<file path="src/rtl/mdu_ctrl_if.sv">
// Pipeline/MDU handshake bundle for mdu_ctrl: E-stage request, MDU issue port and HI/LO read-back.
interface mdu_ctrl_if;
   logic        req_valid;
   logic [3:0]  req_op;
   logic [31:0] req_a;
   logic [31:0] req_b;
   logic        flush;
   logic        stall;
   logic        md_en;
   logic [3:0]  md_op;
   logic [31:0] md_d1;
   logic [31:0] md_d2;
   logic        md_busy;
   logic [31:0] md_out;
   logic        rd_valid;
   logic [31:0] rd_data;
   logic        err;

   modport master (
      output req_valid, req_op, req_a, req_b, flush, md_busy, md_out,
      input  stall, md_en, md_op, md_d1, md_d2, rd_valid, rd_data, err
   );

   modport slave (
      input  req_valid, req_op, req_a, req_b, flush, md_busy, md_out,
      output stall, md_en, md_op, md_d1, md_d2, rd_valid, rd_data, err
   );
endinterface

</file>
<file path="src/rtl/mdu_ctrl.sv">
// E-stage MDU sequencer: issues mult/div/acc/move-to in 0 cycles, move-from reads take 1 stall cycle.
// Stalls live requests while the MDU is busy; MDU_TIMEOUT_EN adds a sticky busy-timeout err flag.
`ifndef MULT
`define MULT  4'd0
`define MULTU 4'd1
`define DIV   4'd2
`define DIVU  4'd3
`define MTHI  4'd4
`define MTLO  4'd5
`define MFHI  4'd6
`define MFLO  4'd7
`define MADDU 4'd8
`endif

module mdu_ctrl #(
   parameter int TIMEOUT = 31
) (
   input  logic       clk,
   input  logic       rst,
   mdu_ctrl_if.slave  bus
);
   typedef enum logic [1:0] {IDLE, BUSY, READ} state_t;

   state_t state_q, state_d;
   logic   live, is_start, is_acc, is_mt, is_mf;
   logic   timeout_hit;

   assign live     = bus.req_valid & ~bus.flush;
   assign is_start = bus.req_op inside {`MULT, `MULTU, `DIV, `DIVU};
   assign is_acc   = (bus.req_op == `MADDU);
   assign is_mt    = bus.req_op inside {`MTHI, `MTLO};
   assign is_mf    = bus.req_op inside {`MFHI, `MFLO};

   assign bus.md_d1 = bus.req_a;
   assign bus.md_d2 = bus.req_b;

   always_comb begin
      state_d      = state_q;
      bus.stall    = 1'b0;
      bus.md_en    = 1'b0;
      bus.md_op    = 4'hF;
      bus.rd_valid = 1'b0;
      bus.rd_data  = 32'd0;
      if (!rst) begin
         case (state_q)
            IDLE: begin
               if (live) begin
                  if (bus.md_busy) begin
                     bus.stall = 1'b1;
                     if (is_mf) bus.md_op = bus.req_op;
                  end else if (is_start || is_acc || is_mt) begin
                     bus.md_en = 1'b1;
                     bus.md_op = bus.req_op;
                     if (is_start) state_d = BUSY;
                  end else if (is_mf) begin
                     // Present the read op now; md_out is registered, data lands next cycle.
                     bus.stall = 1'b1;
                     bus.md_op = bus.req_op;
                     state_d   = READ;
                  end
               end
            end
            BUSY: begin
               if (live) begin
                  bus.stall = 1'b1;
                  if (is_mf) bus.md_op = bus.req_op;
               end
               if (!bus.md_busy || timeout_hit) state_d = IDLE;
            end
            READ: begin
               bus.md_op = bus.req_op;
               state_d   = IDLE;
               if (!bus.flush) begin
                  bus.rd_valid = 1'b1;
                  bus.rd_data  = bus.md_out;
               end
            end
            default: state_d = IDLE;
         endcase
      end
   end

   always_ff @(posedge clk) begin
      if (rst) state_q <= IDLE;
      else     state_q <= state_d;
   end

`ifdef MDU_TIMEOUT_EN
   localparam logic [7:0] TO_LIMIT = 8'(TIMEOUT);

   logic [7:0] cnt_q, cnt_d;
   logic       err_q, err_d;

   // Counter sits at zero outside BUSY, so it starts from zero on every BUSY entry.
   always_comb begin
      cnt_d       = (state_q == BUSY) ? cnt_q + 8'd1 : 8'd0;
      timeout_hit = (state_q == BUSY) && bus.md_busy && (cnt_d == TO_LIMIT);
      err_d       = err_q | timeout_hit;
   end

   always_ff @(posedge clk) begin
      if (rst) begin
         cnt_q <= 8'd0;
         err_q <= 1'b0;
      end else begin
         cnt_q <= cnt_d;
         err_q <= err_d;
      end
   end

   assign bus.err = err_q;
`else
   logic unused_timeout;
   assign unused_timeout = (TIMEOUT != 0);
   assign timeout_hit    = 1'b0;
   assign bus.err        = 1'b0;
`endif
endmodule

</file>
<file path="src/flat_wrapper.sv">
// flat-port wrapper written by rule: the top's interface ports become plain ports
module mdu_ctrl_flat 
#(
   parameter int TIMEOUT = 31
)
  (clk, rst, bus_req_valid, bus_req_op, bus_req_a, bus_req_b, bus_flush, bus_md_busy, bus_md_out, bus_stall, bus_md_en, bus_md_op, bus_md_d1, bus_md_d2, bus_rd_valid, bus_rd_data, bus_err);
  mdu_ctrl_if bus_i ();
  input  logic clk;
  input  logic rst;
  input wire logic [$bits(bus_i.req_valid)-1:0] bus_req_valid;
  input wire logic [$bits(bus_i.req_op)-1:0] bus_req_op;
  input wire logic [$bits(bus_i.req_a)-1:0] bus_req_a;
  input wire logic [$bits(bus_i.req_b)-1:0] bus_req_b;
  input wire logic [$bits(bus_i.flush)-1:0] bus_flush;
  input wire logic [$bits(bus_i.md_busy)-1:0] bus_md_busy;
  input wire logic [$bits(bus_i.md_out)-1:0] bus_md_out;
  output wire logic [$bits(bus_i.stall)-1:0] bus_stall;
  output wire logic [$bits(bus_i.md_en)-1:0] bus_md_en;
  output wire logic [$bits(bus_i.md_op)-1:0] bus_md_op;
  output wire logic [$bits(bus_i.md_d1)-1:0] bus_md_d1;
  output wire logic [$bits(bus_i.md_d2)-1:0] bus_md_d2;
  output wire logic [$bits(bus_i.rd_valid)-1:0] bus_rd_valid;
  output wire logic [$bits(bus_i.rd_data)-1:0] bus_rd_data;
  output wire logic [$bits(bus_i.err)-1:0] bus_err;
  assign bus_i.req_valid = bus_req_valid;
  assign bus_i.req_op = bus_req_op;
  assign bus_i.req_a = bus_req_a;
  assign bus_i.req_b = bus_req_b;
  assign bus_i.flush = bus_flush;
  assign bus_i.md_busy = bus_md_busy;
  assign bus_i.md_out = bus_md_out;
  assign bus_stall = bus_i.stall;
  assign bus_md_en = bus_i.md_en;
  assign bus_md_op = bus_i.md_op;
  assign bus_md_d1 = bus_i.md_d1;
  assign bus_md_d2 = bus_i.md_d2;
  assign bus_rd_valid = bus_i.rd_valid;
  assign bus_rd_data = bus_i.rd_data;
  assign bus_err = bus_i.err;
  mdu_ctrl #(.TIMEOUT(TIMEOUT)) u_core (.clk(clk), .rst(rst), .bus(bus_i));
endmodule
</file>
<file path="config.mk">
export PLATFORM = sky130hd
export DESIGN_NAME = mdu_ctrl_flat
export DESIGN_NICKNAME = d
export VERILOG_FILES = /design/src/rtl/mdu_ctrl_if.sv /design/src/rtl/mdu_ctrl.sv /design/src/flat_wrapper.sv
export SDC_FILE = /design/constraint.sdc
export NUM_CORES = 1
export LEC_CHECK = 0
export CORE_MARGIN = 5
export CORE_UTILIZATION = 18
export DETAILED_ROUTE_END_ITERATION = 8
export PLACE_DENSITY = 0.9
export SLEW_MARGIN = 40
export SYNTH_ARGS = -nofsm -noshare
export SYNTH_HDL_FRONTEND = slang
export SYNTH_SLANG_ARGS = --single-unit
</file>
<file path="constraint.sdc">
create_clock -name clk -period 1.5 [get_ports clk]
set_input_delay 0.225 -clock clk [delete_from_list [all_inputs] [get_ports clk]]
set_output_delay 0.225 -clock clk [all_outputs]
set_load 0.05 [all_outputs]
</file>
==> impl_metrics.yaml <==
grt:
  grt_use_total: 0.105
  globalRouteMet1Util: 0.0951
  grt_pass1_vias: 1136
  top_usage_layer: "met2"
  grt_pass1_wl_um: 6000
  antenna_found_initial: 0
  met3_usage: 0.0446
  use_met2: 0.198
  gr-total-overflow: 0
  grt_max_degree: 18
timing:
  period_needed_ps: 1760
  fin_worst_skew_ps: 1.14
  post-route-period-util: 1.17
  max_freq_ghz: 0.568
  rsz0062_at_grt: "yes"
  fin_ws_ps: -262
  drv_slew: 0
  holdWs_ps: 398
  finalSetupViolCount: 36
  hold_viol_final: 0
synthesis:
  yosysSeqAreaShare: 0.0417
  syn-num-nets: 239
  ys_async_sr_fraction: 0
  ys_warn_count: 0
  synth-seq-cells: 2
  synth.area.top_cells: "buf_4 (51%), and2_1 (21%), dfxtp_1 (4.2%), nor4b_4 (2.5%), nor3_1 (2.1%)"
  synth_top_area_share: 0.508
  ys.flop_type: "dfxtp_1"
  synthCells: 134
  synth_edf_count: 0
  syn-mean-instance-area_um2: 7.16
  ys_types: 25
  netlist_area_um2: 960
  synth_area_leader_cell: "buf_4"
place:
  gp_congestion: 0.737
  port_buffers: 79
  pre_cts_slack_ps: -509
  dpl.hpwl_um: 2960
  place_inst: 227
worst_hold_path:
  worstHoldStart: "bus_flush"
  min_to: "u_core.state_q[0]"
  hp-class: "input pin to register"
  hold_depth: 4
finish:
  diodes: 0
  top_regs: "u_core.state_q: 2 flops"
  post-route-util: 0.419
  stdcell_count: 242
  drive_above_1_share: 0.698
  area_delta_synth_final_pct: 124
  multi_input_area_um2: 547
  nFillCells: 505
  regArea_um2: 42.5
  top_register: "u_core.state_q"
  largest_reg_flops: 2
  nets: 279
worst_setup_path:
  required_ps: 1270
  critPathMaxStageDelay_ps: 380
  cp_slowest_cell: "or3_1"
  worst_ep_arrival_time_ps: 1540
  crit_buf_inv: 1
  r2r_end: "u_core.state_q[1]"
  worstPathMaxFanout: 4
  crit_chain: "or3_1, or3_4, nor2_4, buf_12"
  critPathTopFamily: "simple AND/OR/NAND/NOR gates"
  cp-end-kind: "primary output"
  rr_worst_depth: 3
  rrSetupSlack_ps: 270
  start_kind: "register"
  reg2reg_from: "u_core.state_q[0]"
  worstSetupPathType: "register to primary output"
run_status:
  violations: "setup timing"
  outcome: "finished, violations left"
floorplanning:
  design.portCount: 209
  die_h_um: 83.0
  start_util: 0.187
  num_rows: 26
  core_area_um2: 5140
  die-area_um2: 6890
  fp.dieW_um: 83.0
clock_tree:
  ctsRootBufferMaster: "clkbuf_8"
  insertion_delay_ps: 210
  holdBufCountCts: 0
  clk_path_buf_depth: 2
  htree_levels: 1
  clk_pin_slew_worst_paths_ps: 30
  cts_buffers: 3
  cts_num_sinks: 2
  cts_tree: "done"
power:
  power.density_nw_per_um2: 225
  peakVddDrop_mv: 0.213
  leakagePower_nw: 0.872
run:
  drv_cap: 0
detailed_routing:
  drcViolationCount: 0
  via_count: 989
  drt_pass1_iterations: 4
  ant_nets: 0
  via_per_inst: 4.09
  drt-total-wl_um: 3880
  wl_per_cell_um: 16.0
  drt-initial-drc-count: 5
==> routing by layer <==
metal,wire (um),share of wire
met5,0,0
met3,408,0.11
met4,164,0.042
met2,2100,0.54
met1,1200,0.31
==> Yosys cell counts, types with 2 or more instances <==
cell type and n:
a21oi_1 2, and2_1 32, buf_4 65, clkbuf_1 2, dfxtp_1 2, nor2_1 5
nor3_1 4, o21ai_0 3, or3_1 3
==> logic make-up (layout without fill, tap and decap cells) <==
group           count (synthesis)  after routing  synth area share
compound gates                 11             11            0.0769
buf+inv                        70            108             0.537
flops                           2              2            0.0417
other cells                     1              1           0.00391
simple gates                   50             50             0.340
==> where the power goes <==
group	switching, mW	internal (mW)	leakage, nW
Sequential	0.000807	0.0543	0.0171
Combinational	0.0790	0.140	0.834
Clock	0.0415	0.170	0.0216
==> layout make-up <==
| cell class | instances | share of cell area |
|---|---|---|
| multi-input cells | 62 | 0.254 |
| flip-flops and latches | 2 | 0.0198 |
| well taps | 70 | 0.0407 |
| repair buffers | 104 | 0.665 |
| clock buffers | 3 | 0.0192 |
| inverters | 1 | 0.00174 |
==> through the flow <==
step	TNS, ps	instance area [um2]	total power, mW
after global routing	-9470	2150	0.508
after detailed placement	-16430	1870	0.256
after global placement	-15250	1870	0.253
after floorplan	-1360	1040	0.567
after CTS	-9760	2070	0.481
final	-7460	2150	0.485
==> timing repair <==
action / 4_1_cts / 5_1_grt
endpoints found under the setup margin: 39 / 38
pin swaps: 9 / 5
setup buffers: 8 / 3
gates cloned: 1 / 2
resized for setup: 68 / 9
==> placed cells by master, fill, tap and decap left out, drive strengths merged <==
| cell type | synthesis | final |
|---|---|---|
| clkdlybuf4s15 | 0 | 1 |
| a311o | 1 | 1 |
| buf | 67 | 66 |
| o21a | 1 | 1 |
| dfxtp | 2 | 2 |
| nor3b | 1 | 1 |
| dlygate4sd2 | 0 | 1 |
| nor4b | 1 | 1 |
| inv | 1 | 1 |
| nor3 | 4 | 4 |
| o21ai | 3 | 3 |
| a21oi | 2 | 2 |
| nand2b | 1 | 1 |
| nor2 | 5 | 5 |
| clkdlybuf4s50 | 0 | 32 |
| a22oi | 1 | 1 |
| or3 | 3 | 3 |
| o211ai | 1 | 1 |
| nand3b | 1 | 1 |
| a2111oi | 1 | 1 |
| a21o | 1 | 1 |
| nand2 | 1 | 1 |
| clkbuf | 2 | 7 |
| conb | 1 | 1 |
| and2 | 32 | 32 |
| or4 | 1 | 1 |
==> tightest hold or removal path, delay by kind of cell <==
| kind | cells | cell delay, ps |
|---|---|---|
| AO/OA/AOI/OAI | 1 | 150 |
| buffers and inverters | 1 | 90 |
| AND/OR/NAND/NOR | 2 | 100 |
==> how the worst max path moves through the flow <==
stage | cells after the start | to | start | slack (ps)
after CTS | 5 | bus_rd_data[28] | u_core.state_q[0] | -330
after floorplan | 4 | bus_md_en | u_core.state_q[0] | -120
after detailed placement | 5 | bus_md_op[0] | bus_flush | -510
after global placement | 5 | bus_md_op[0] | bus_flush | -490
final | 4 | bus_md_en | u_core.state_q[0] | -260
after global routing | 4 | bus_md_en | u_core.state_q[0] | -310
Power figures use the tool's default switching activity.
